[src/rtl/wb_write_arbiter.sv]
// wb_write_arbiter: shares the single register-file write port between the
// pipeline writeback and a small FIFO of deferred load returns. Pipeline
// writes always win. Load returns drain on idle write-port cycles. A younger
// pipeline write to the same register squashes a pending load return. When
// the FIFO is blocked too long, the block raises a registered stall request.

// One FIFO slot. It holds dest/value plus a live bit. The slot also compares
// its dest against the decode sources for hazard detection.
module wb_write_arbiter_entry #(
  parameter int DATA_W = 32,
  parameter int ADDR_W = 4
) (
  input  logic              clk,
  input  logic              rst,
  input  logic              push,
  input  logic              pop,
  input  logic              squash,
  input  logic [ADDR_W-1:0] squash_dest,
  input  logic [ADDR_W-1:0] wr_dest,
  input  logic [DATA_W-1:0] wr_value,
  input  logic [ADDR_W-1:0] src1,
  input  logic [ADDR_W-1:0] src2,
  output logic [ADDR_W-1:0] dest,
  output logic [DATA_W-1:0] value,
  output logic              live,
  output logic              hit
);
  // A push wins over squash: a load landing this cycle is younger than the
  // pipeline write. A pop kills the live bit so a drained slot raises no hazard.
  always_ff @(posedge clk or posedge rst) begin
    if (rst) begin
      dest  <= '0;
      value <= '0;
      live  <= 1'b0;
    end else if (push) begin
      dest  <= wr_dest;
      value <= wr_value;
      live  <= 1'b1;
    end else if (pop) begin
      live  <= 1'b0;
    end else if (squash && dest == squash_dest) begin
      live  <= 1'b0;
    end
  end

  assign hit = live && (dest == src1 || dest == src2);
endmodule

module wb_write_arbiter #(
  parameter int DATA_W     = 32,
  parameter int ADDR_W     = 4,
  parameter int DEPTH      = 2,
  parameter int STARVE_MAX = 4
) (
  input  logic                     clk,
  input  logic                     rst,
  input  logic                     pipe_wb_en,
  input  logic [ADDR_W-1:0]        pipe_dest,
  input  logic [DATA_W-1:0]        pipe_value,
  input  logic                     ld_valid,
  input  logic [ADDR_W-1:0]        ld_dest,
  input  logic [DATA_W-1:0]        ld_value,
  output logic                     ld_ready,
  input  logic [ADDR_W-1:0]        src1,
  input  logic [ADDR_W-1:0]        src2,
  output logic                     hazard,
  output logic                     rf_we,
  output logic [ADDR_W-1:0]        rf_dest,
  output logic [DATA_W-1:0]        rf_value,
  output logic                     stall_req,
  output logic [$clog2(DEPTH):0]   count
);
  localparam int PW = $clog2(DEPTH);
  localparam int CW = PW + 1;
  localparam int SW = $clog2(STARVE_MAX + 1);

  logic [PW-1:0]                  head, tail;
  logic [DEPTH-1:0][ADDR_W-1:0]   e_dest;
  logic [DEPTH-1:0][DATA_W-1:0]   e_value;
  logic [DEPTH-1:0]               e_live;
  logic [DEPTH-1:0]               e_hit;
  logic [DEPTH-1:0]               e_push, e_pop;
  logic                           push, pop, not_empty;
  logic [SW-1:0]                  starve, starve_nxt;

  assign not_empty = (count != '0);
  // No pass-through: ready depends only on the current occupancy.
  assign ld_ready  = (count < CW'(DEPTH));
  assign push      = ld_valid && ld_ready;
  assign pop       = !pipe_wb_en && not_empty;
  assign hazard    = |e_hit;

  for (genvar i = 0; i < DEPTH; i++) begin : g_ent
    assign e_push[i] = push && (tail == PW'(i));
    assign e_pop[i]  = pop  && (head == PW'(i));
    wb_write_arbiter_entry #(.DATA_W(DATA_W), .ADDR_W(ADDR_W)) u_ent (
      .clk         (clk),
      .rst         (rst),
      .push        (e_push[i]),
      .pop         (e_pop[i]),
      .squash      (pipe_wb_en),
      .squash_dest (pipe_dest),
      .wr_dest     (ld_dest),
      .wr_value    (ld_value),
      .src1        (src1),
      .src2        (src2),
      .dest        (e_dest[i]),
      .value       (e_value[i]),
      .live        (e_live[i]),
      .hit         (e_hit[i])
    );
  end

  // Write-port grant: pipeline first, then FIFO head (squashed head burns the slot).
  always_comb begin
    rf_we    = 1'b0;
    rf_dest  = '0;
    rf_value = '0;
    if (pipe_wb_en) begin
      rf_we    = 1'b1;
      rf_dest  = pipe_dest;
      rf_value = pipe_value;
    end else if (not_empty) begin
      rf_we    = e_live[head];
      rf_dest  = e_dest[head];
      rf_value = e_value[head];
    end
  end

  // Pointers wrap modulo DEPTH. The occupancy moves only on unbalanced push/pop.
  always_ff @(posedge clk or posedge rst) begin
    if (rst) begin
      head  <= '0;
      tail  <= '0;
      count <= '0;
    end else begin
      if (push) tail <= (tail == PW'(DEPTH - 1)) ? '0 : tail + 1'b1;
      if (pop)  head <= (head == PW'(DEPTH - 1)) ? '0 : head + 1'b1;
      case ({push, pop})
        2'b10:   count <= count + 1'b1;
        2'b01:   count <= count - 1'b1;
        default: count <= count;
      endcase
    end
  end

  // Count consecutive cycles where the pipeline blocks a non-empty FIFO.
  always_comb begin
    starve_nxt = starve;
    if (pop || !not_empty)
      starve_nxt = '0;
    else if (pipe_wb_en && starve != SW'(STARVE_MAX))
      starve_nxt = starve + 1'b1;
  end

  // Stall is raised when starvation saturates and held until the FIFO pops.
  always_ff @(posedge clk or posedge rst) begin
    if (rst) begin
      starve    <= '0;
      stall_req <= 1'b0;
    end else begin
      starve <= starve_nxt;
      if (pop)
        stall_req <= 1'b0;
      else if (starve_nxt == SW'(STARVE_MAX))
        stall_req <= 1'b1;
    end
  end
endmodule

[config.mk]
export PLATFORM = sky130hd
export DESIGN_NAME = wb_write_arbiter
export DESIGN_NICKNAME = d
export VERILOG_FILES = /design/src/rtl/wb_write_arbiter.sv
export SDC_FILE = /design/constraint.sdc
export NUM_CORES = 1
export LEC_CHECK = 0
export BUFFER_PORTS_ARGS = -buffer_cell sky130_fd_sc_hd__buf_2
export CORE_MARGIN = 3
export CORE_UTILIZATION = 45
export DETAILED_ROUTE_END_ITERATION = 8
export PLACE_DENSITY = 0.71
export SYNTH_ARGS = -nofsm -noshare
export SYNTH_HDL_FRONTEND = slang
export SYNTH_HIERARCHICAL = 1
export SYNTH_SLANG_ARGS = --single-unit
[constraint.sdc]
create_clock -name clk -period 2 [get_ports clk]
set_input_delay 0.1 -clock clk [delete_from_list [all_inputs] [get_ports clk]]
set_output_delay 0.1 -clock clk [all_outputs]
set_load 0.02 [all_outputs]
==> summary.md, run 1 <==
| Metric | Value |
|---|---|
| Status | complete, no violations |
| # nets final | 618 |
| Yosys warnings | 6 |
| CTS max path bufs | 2 |
| Critical path data arrival time | 1.62 ns |
| Slew of the pin with the lowest slew margin | around 0.53 ns |
| Largest net degree at the start of global routing | 38 |
| CTS root buffer | clkbuf_8 |
| Most frequent cells in the layout | buf_2 (125), dfrtp_1 (81), mux2_2 (68) |
| Distinct cell type count after synthesis | 30 |
| Vias per cell | ~5 |
| Post-CTS Setup Inserts | 0 |
| Worst-Skew Late Latency | about 0.34 ns |
| Leak | between 2 and 3 nW |
| Initial Util | a little under half |
| Area occupied by multi-input gates | approximately 2000 µm² |
| Crit path time final | 1.72 ns |
| Syn_nets | about 460 |
| WL/cell | between 15 and 20 µm |
| Num CTS Buffers | 9 |
| Cells after synthesis | between 300 and 400 |
| Peak fanout along the critical path | 21 |
| Cell Area, Synth | between 4000 and 5000 µm² |
| First-pass iteration count of the detailed router | 5 |
| Congestion Overflow GR | 0 |
| WP data required | ~1.9 ns |
| Total Routed Length | roughly 10000 µm |
| Area after DPL | 4980 µm² |
| Hold_buf cts | 29 |
| Post-route ant nets | 0 |
| Synth top area share | a little under 50% |
| Fmax | 582 MHz |
| Final period util | a little under nine tenths |
| # clock sinks | 82 |
| Total GRT Usage | 19.5% |
| DRT iter0 DRCs | 117 |
| Layout cells sized above 1 | 42.7% |
| Most common cell after layout, fill and taps aside | buf_2 |
| Final hold violations | 0 |
| # Max-Cap Violations | 0 |
| H-tree levels | 3 |
| Crit. End Element | primary output |
| Final TNS setup | 0 ns |
| #FFs+latches synth | slightly above 80 |
| Final setup fails | 0 |
| Max VDD drop | about 640 µV |
| Post-CTS sizing | 0 |
| Top Ports | 126 |
| Row count | 34 |
| Relative slew margins | between 60 and 70% |
| Ant diodes | 0 |
| Placeable Area | 8930 µm² |
| Die Area | around 11,000 µm² |
| Synth area leaders | dfrtp_1 (48%), mux2_2 (18%), mux2i_1 (8.7%) |
| Slew Limit Fails | 0 |
| First-pass GRT wire length | ~16,000 µm |
| CTS tree | yes |
| Initial antenna violation count | 0 |
| Register Area | approximately 2000 µm² |
| Vias in the first global route | around 3.3k |
| Seq/Total Area, Yosys | 48.3% |
| Filler cell count | ~750 |
| Synth area leader | dfrtp_1 |
| Detailed-route via count | ~3.3k |
| Gp weighted congestion | 0.907 |
| Area Growth Syn to Fin | 29.0% |
| Setup CP Type | register to primary output |
| Final Non-Filler Cells | approximately 640 |
| Hold WC Path Type | primary input to register |
| Post-detail-place hpwl | between 6000 and 7000 µm |
| Startpoint types | register |
| Die height | 103 µm |
| Clk pin slew, worst setup/hold paths | roughly 0.09 ns |
| Total Power | just under 0.008 W |
| RSZ-0062 raised after global routing | false |
| Clk_skew | ~0.0073 ns |
| DIE WIDTH | 103 µm |
| DRC viols | 0 |
| Post-route cell area | ~5500 µm² |
| IO buf count | 125 |
| PD cells | 1440 nW/µm² |
| Syn avg cell area | around 11 µm² |
| Post-Place Cells | roughly 600 |
critical path, cell delays in order (launching register included):
cell,delay [ns]
dfrtp_2,0.36
buf_4,0.35
mux2i_1,0.32
o21ai_1,0.08
buf_2,0.16
cell families after synthesis:
group | count (synthesis) | share of synthesized area [%]
compound gates | 59 | 8.39
xor+xnor | 24 | 4.95
fa+ha+maj | 3 | 0.884
buf+inv | 40 | 4.77
flops | 82 | 48.3
mux | 105 | 26.7
simple gates | 62 | 5.95
cells in the mapped netlist (all sizes together):
cell type  instances
a21boi             2
or2                1
clkbuf             3
a32oi              1
a2bb2oi            2
o21bai             2
mux2i             37
a222oi             2
dfrtp             82
nand4              4
mux2              68
ha                 3
nand3              1
nor2               8
nor3               1
a31oi              2
buf               18
o41ai              1
inv               19
and2               1
nand2             45
o21ai             41
and3               1
xnor2             24
o2111a             2
a21oi              4
flip-flops by register name (all words and copies together) (netlist names):
| register | count |
|---|---|
| stall_req | 1 |
| starve | 3 |
| head | 1 |
| g_ent.u_ent/value | 64 |
| tail | 1 |
| count | 2 |
| g_ent.u_ent/live | 2 |
| g_ent.u_ent/dest | 8 |
where the power goes:
| part | total [W] | leakage (nW) | switching [W] | internal [W] |
|---|---|---|---|---|
| Combinational | 0.00362 | 1.53 | 0.00180 | 0.00182 |
| Clock | 0.00122 | 0.0945 | 0.000608 | 0.000611 |
| Sequential | 0.00306 | 0.979 | 0.000567 | 0.00249 |
| Total | 0.00790 | 2.60 | 0.00298 | 0.00492 |
area by class of cell:
type / count / area share, %
clock buffer: 10 / 2.51
timing repair buffer: 166 / 18.4
multi-input combinational: 253 / 36.7
tap: 108 / 2.47
inverter: 19 / 1.30
sequential: 82 / 37.5
clock inverter: 6 / 1.21
final timing paths:
check	cells past startpoint	slack, ns	from	to
worst max-delay path	4	0.28	head	rf_value[13]
worst min-delay path	2	0.01	ld_value[8]	g_ent[0].u_ent/value[8]
worst max register to register	5	0.32	count[1]	g_ent[0].u_ent/value[14]
worst min register to register	2	0.49	stall_req	stall_req
max in group asynchronous	4	1.18	rst	g_ent[1].u_ent/value[31]
min in group asynchronous	3	0.27	rst	stall_req
through the flow:
step           setup WS (ns)  hold slack, ns  util, %
2_1_floorplan          0.285         -0.0843        -
3_3_place_gp           0.395          0.0947     55.7
3_5_place_dp           0.333          0.0938     55.7
4_1_cts                0.270        0.000352     61.2
5_1_grt                0.188         0.00643     61.4
6_report               0.282          0.0134     61.4
metal layers:
| layer | wire, µm | track usage [%] |
|---|---|---|
| met1 | 4540 | 26.7 |
| met2 | 4860 | 31.8 |
| met3 | 433 | 2.77 |
| met4 | 158 | 6.57 |
| met5 | 0 | 0 |
Power figures use the tool's default switching activity.
==> run 2: changes to the inputs <==
--- a/config.mk
+++ b/config.mk
@@ -6,9 +6,11 @@
 export NUM_CORES = 1
 export LEC_CHECK = 0
 export BUFFER_PORTS_ARGS = -buffer_cell sky130_fd_sc_hd__buf_2
+export CORE_ASPECT_RATIO = 1.75
 export CORE_MARGIN = 3
 export CORE_UTILIZATION = 45
 export DETAILED_ROUTE_END_ITERATION = 8
+export GPL_TIMING_DRIVEN = 0
 export PLACE_DENSITY = 0.71
 export SYNTH_ARGS = -nofsm -noshare
 export SYNTH_HDL_FRONTEND = slang
==> summary.md, run 2 (synthesis gave the netlist of run 1 again) <==
| Metric | Value |
|---|---|
| Clk pin slew, worst setup/hold paths | 0.06 ns (-0.03 ns) |
| Startpoint types | register |
| First-pass GRT wire length | 16,800 µm (+4.1%) |
| Slew Limit Fails | 0 (unchanged) |
| Gp weighted congestion | 0.884 (-2.5%) |
| Layout cells sized above 1 | 45.2% (+2.5 points) |
| Detailed-route via count | 3,307 (+0.52%) |
| DRC viols | 0 (unchanged) |
| Critical path data arrival time | 1.94 ns (+0.32 ns) |
| Total Routed Length | 10,500 µm (+5.4%) |
| Die height | 135 µm (+30%) |
| Initial Util | 46.4% (-1.1 points) |
| Slew of the pin with the lowest slew margin | 0.865 ns (+0.334 ns) |
| Final setup fails | 0 (unchanged) |
| Most frequent cells in the layout | buf_2 (131), dfrtp_1 (82), mux2_2 (68) |
| Congestion Overflow GR | 0 (unchanged) |
| Post-CTS sizing | 0 (unchanged) |
| Crit. End Element | register |
| Clk_skew | 0.00384 ns (-0.00348 ns) |
| # clock sinks | 82 (unchanged) |
| Reg-to-reg slack, setup | 0.28 ns (-0.04 ns) |
| H-tree levels | 3 (unchanged) |
| First-pass iteration count of the detailed router | 4 (-1) |
| DRT iter0 DRCs | 127 (+8.5%) |
| Hold endpoint | g_ent[1].u_ent/dest[1] |
| # nets final | 602 (-2.6%) |
| Capture point of the worst reg-to-reg path | g_ent[0].u_ent/value[11] |
| Fmax | 582 MHz (about the same) |
| Ant diodes | 0 (unchanged) |
| Relative slew margins | 42.2% (-22 points) |
| Hold_buf cts | 4 (-86%) |
| # Max-Cap Violations | 0 (unchanged) |
| Path depth of the worst reg2reg path | 5 (unchanged) |
| Filler cell count | 789 (+5.3%) |
| Num CTS Buffers | 9 (unchanged) |
| Leak | 2.59 nW (-0.46%) |
| Max VDD drop | 792 µV (+23%) |
| CTS root buffer | clkbuf_16 |
| Post-detail-place hpwl | 7860 µm (+15%) |
| Row count | 46 (+35%) |
| RSZ-0062 raised after global routing | false |
| Vias per cell | 5.17 (+1.1%) |
| Area Growth Syn to Fin | 26.7% |
| Post-Route Utilization | 58.8% (-2.5 points) |
| WL/cell | 16.5 µm (+6.0%) |
| Max reg flops | 64 (unchanged) |
| Final hold violations | 0 (unchanged) |
| IO buf count | 125 (unchanged) |
| Post-CTS Setup Inserts | 0 (unchanged) |
| DIE WIDTH | 79.4 µm (-23%) |
| Hold WC Path Type | primary input to register |
| Largest registers | g_ent.u_ent/value: 64 flops, g_ent.u_ent/dest: 8 flops, starve: 3 flops |
| PD cells | 1580 nW/µm² (+9.4%) |
| Initial antenna violation count | 0 (unchanged) |
| Setup CP Type | register to register |
| Placeable Area | 9150 µm² (+2.4%) |
| Largest net degree at the start of global routing | 38 (unchanged) |
| WP data required | 2.22 ns (+0.32 ns) |
| Status | complete, no violations |
| Final TNS setup | 0 ns (unchanged) |
| Vias in the first global route | 3,555 (+7.4%) |
| Worst flop-to-flop path startpoint | count[1] |
| Die Area | 10,700 µm² (+0.44%) |
| Worst hold path stage count | 2 (unchanged) |
| Min-Delay Startpoint | ld_dest[1] |
| Top Ports | 126 (unchanged) |
| Worst-Skew Late Latency | 0.33 ns (about the same) |
| Peak fanout along the critical path | 10 (-52%) |
| Most common cell after layout, fill and taps aside | buf_2 |
| Crit path time final | 1.72 ns (+0.00129 ns) |
| Post-route ant nets | 0 (unchanged) |
| Largest reg by FF count | g_ent.u_ent/value |
| CTS tree | yes |
| CTS max path bufs | 2 (unchanged) |
| Total GRT Usage | 20.5% (+1.1 points) |
| Final period util | 86.0% (about the same) |
run 2: cell type report:
cell class	count	area, µm²	share of cell area (%)
flip-flops and latches	82	2050	38.1
repair buffers	129	666	12.4
plain buffers	21	131	2.44
clock buffers	9	225	4.18
well taps	120	150	2.79
multi-input cells	253	1990	37.0
inverters	19	71.3	1.32
clock inverters	7	93.8	1.74
run 2: routing by layer:
metal	track usage (%)	vias up	share of wire [%]
li1	-	1575	-
met2	37.5	86	56
met4	10.9	0	3.5
met3	3.34	28	3.9
met1	22.0	1618	37
met5	0	-	0
run 2: metrics by stage:
stage / hold WS, ns / setup slack, ns / instance area, µm² / power (W) / std cells
6_report: 0.0104 / 0.280 / 5380 / 0.00849 / 640
5_1_grt: 0.00565 / 0.159 / 5380 / 0.00905 / 640
4_1_cts: 0.00162 / 0.267 / 5380 / 0.00858 / 640
3_5_place_dp: 0.0860 / 0.285 / 5020 / 0.00681 / 620
3_3_place_gp: 0.0761 / 0.303 / 5020 / 0.00665 / 620
2_1_floorplan: -0.0843 / 0.285 / 4250 / 0.00576 / 375
run 2: where the power goes:
part / switching (W) / internal [W] / total, W
clock: 0.000651 / 0.00109 / 0.00174
sequential: 0.000557 / 0.00250 / 0.00305
combinational: 0.00186 / 0.00183 / 0.00370
run 2: how the worst max path moves through the flow:
| stage | startpoint | endpoint | depth (start not counted) |
|---|---|---|---|
| final | count[1] | g_ent[0].u_ent/value[11] | 5 |
| after floorplan | count[1] | g_ent[0].u_ent/value[10] | 5 |
| after global placement | count[1] | g_ent[0].u_ent/value[7] | 5 |
| after CTS | count[1] | g_ent[0].u_ent/value[11] | 5 |
| after detailed placement | count[1] | g_ent[0].u_ent/value[11] | 5 |
| after global routing | g_ent[0].u_ent/dest[0] | hazard | 5 |
run 2: critical path: stages (launching register included):
cell,delay [ns]
dfrtp_1,0.42
inv_1,0.14
nand2_1,0.12
nor2_1,0.25
buf_2,0.31
mux2_2,0.36
==> run 3: changes to the inputs <==
--- a/config.mk
+++ b/config.mk
@@ -9,6 +9,7 @@
 export CORE_ASPECT_RATIO = 1.75
 export CORE_MARGIN = 3
 export CORE_UTILIZATION = 45
+export CTS_BUF_LIST = sky130_fd_sc_hd__clkbuf_2 sky130_fd_sc_hd__clkbuf_4 sky130_fd_sc_hd__clkbuf_8
 export DETAILED_ROUTE_END_ITERATION = 8
 export GPL_TIMING_DRIVEN = 0
 export PLACE_DENSITY = 0.71
==> summary.md, run 3 (synthesis gave the netlist of run 1 again) <==
| Metric | Value |
|---|---|
| Placeable Area | 9150 µm² (unchanged) |
| Final hold violations | 0 (unchanged) |
| Post-Place Cells | 620 (unchanged) |
| WP depth | 5 (unchanged) |
| Final period util | 86.5% (+0.52 points) |
| Num CTS Buffers | 9 (unchanged) |
| Clk pin slew, worst setup/hold paths | 0.08 ns (+0.02 ns) |
| IO buf count | 125 (unchanged) |
| # clock sinks | 82 (unchanged) |
| Fmax | 578 MHz (-0.60%) |
| Status | complete, no violations |
| WL/cell | 16.1 µm (-1.9%) |
| Worst hold path stage count | 2 (unchanged) |
| Largest reg by FF count | g_ent.u_ent/value |
| Post-CTS Setup Inserts | 0 (unchanged) |
| DRC viols | 0 (unchanged) |
| Post-route cell area | 5580 µm² (+3.7%) |
| Area after DPL | 5020 µm² (unchanged) |
| DIE WIDTH | 79.4 µm (unchanged) |
| Die height | 135 µm (unchanged) |
| Startpoint types | register |
| # nets final | 632 (+5.0%) |
| Largest net degree at the start of global routing | 38 (unchanged) |
| Total Routed Length | 10,800 µm (+2.7%) |
| RSZ-0062 raised after global routing | false |
| First-pass GRT wire length | 17,300 µm (+3.0%) |
| DRT iter0 DRCs | 163 (+28%) |
| CTS tree | yes |
| Post-route ant nets | 0 (unchanged) |
| Leak | 2.67 nW (+3.1%) |
| Layout cells sized above 1 | 42.7% (-2.5 points) |
| Vias in the first global route | 3,711 (+4.4%) |
| Area Growth Syn to Fin | 31.4% |
| Total GRT Usage | 21.1% (+0.53 points) |
| Largest registers | g_ent.u_ent/value: 64 flops, g_ent.u_ent/dest: 8 flops, starve: 3 flops |
| Ant diodes | 0 (unchanged) |
| Slew of the pin with the lowest slew margin | 0.858 ns (-0.00696 ns) |
| Top Ports | 126 (unchanged) |
| Final setup fails | 0 (unchanged) |
| Buf/Inv on CP | 1 (-1) |
| Initial antenna violation count | 0 (unchanged) |
| First-pass iteration count of the detailed router | 4 (unchanged) |
| Final TNS setup | 0 ns (unchanged) |
| Cell Chain, Critical Path | xnor2_1 > nand4_1 > a21boi_0 > or2_2 > buf_2 |
| Congestion Overflow GR | 0 (unchanged) |
| Max reg flops | 64 (unchanged) |
| Gp weighted congestion | 0.884 (unchanged) |
| Most common cell after layout, fill and taps aside | buf_2 |
| Setup CP Type | register to primary output |
| Relative slew margins | 42.7% (+0.46 points) |
| Detailed-route via count | 3,420 (+3.4%) |
| Post-CTS sizing | 0 (unchanged) |
| CP max stage cell | dfrtp_1 |
| Post-detail-place hpwl | 7860 µm (unchanged) |
| WP data required | 1.90 ns (-0.32 ns) |
| Max VDD drop | 724 µV (-8.5%) |
| CTS root buffer | clkbuf_8 |
| H-tree levels | 3 (unchanged) |
| Final Non-Filler Cells | 670 (+4.7%) |
| Slew Limit Fails | 0 (unchanged) |
| Crit path max-delay family | flip-flops |
| Crit path time final | 1.73 ns (+0.0104 ns) |
| Path depth of the worst reg2reg path | 5 (unchanged) |
| Die Area | 10,700 µm² (unchanged) |
| CP max stage delay | 0.49 ns (+0.07 ns) |
| CTS max path bufs | 2 (unchanged) |
| Most frequent cells in the layout | buf_2 (131), dfrtp_1 (82), mux2_2 (68) |
| Critical path data arrival time | 1.63 ns (-0.31 ns) |
| # Max-Cap Violations | 0 (unchanged) |
| Crit. End Element | primary output |
| PD cells | 1450 nW/µm² (-8.1%) |
| Peak fanout along the critical path | 6 (-4) |
| Vias per cell | 5.10 (-1.2%) |
| Post-Route Utilization | 61.0% (+2.2 points) |
| Worst-Skew Late Latency | 0.35 ns (+0.02 ns) |
| Initial Util | 46.4% (unchanged) |
| Hold_buf cts | 34 (+30) |
| Row count | 46 (unchanged) |
| Clk_skew | 0.00645 ns (+0.00261 ns) |
| Hold WC Path Type | primary input to register |
## run 3: changes by cell type in the layout (fill, tap and decap cells not counted)
cell | before | now
clkbuf_8 | 0 | 9
clkbuf_16 | 9 | 0
dlygate4sd3_1 | 4 | 34
## run 3: where the power goes
part	switching, W	total [W]	internal [W]	leakage [nW]
logic	0.00188	0.00375	0.00187	1.58
registers	0.000559	0.00305	0.00249	0.980
clock network	0.000593	0.00129	0.000700	0.105
total	0.00303	0.00809	0.00506	2.67
## run 3: routing by layer
layer	track usage [%]	part of all wire [%]	vias up
met5	0	0	-
met4	9.94	2.8	0
met3	3.20	3.2	25
met2	39.0	56	84
met1	22.8	38	1681
li1	-	-	1630
## run 3: area by class of cell
cell class / count / area [µm²]
inverter: 19 / 71.3
clock inverter: 7 / 93.8
sequential: 82 / 2050
fill: 760 / 3570
multi-input combinational: 253 / 1990
timing repair buffer: 159 / 966
buffer: 21 / 131
tap: 120 / 150
clock buffer: 9 / 124
## run 3: final timing paths
path | endpoint | from | slack (ns)
max | hazard | g_ent[0].u_ent/dest[1] | 0.27
min | g_ent[0].u_ent/value[6] | ld_value[6] | 0.02
max reg2reg | g_ent[0].u_ent/value[9] | count[1] | 0.29
min reg2reg | tail | tail | 0.49
max in group asynchronous | g_ent[0].u_ent/value[6] | rst | 0.93
min in group asynchronous | starve[2] | rst | 0.29
## run 3: stage by stage
stage / worst slack (ns) / hold slack (ns) / total power, W
after floorplan: 0.285 / -0.0843 / 0.00576
after global placement: 0.303 / 0.0761 / 0.00665
after detailed placement: 0.285 / 0.0860 / 0.00681
after CTS: 0.256 / 0.00184 / 0.00816
after global routing: 0.122 / 0.00641 / 0.00865
final: 0.270 / 0.0178 / 0.00809
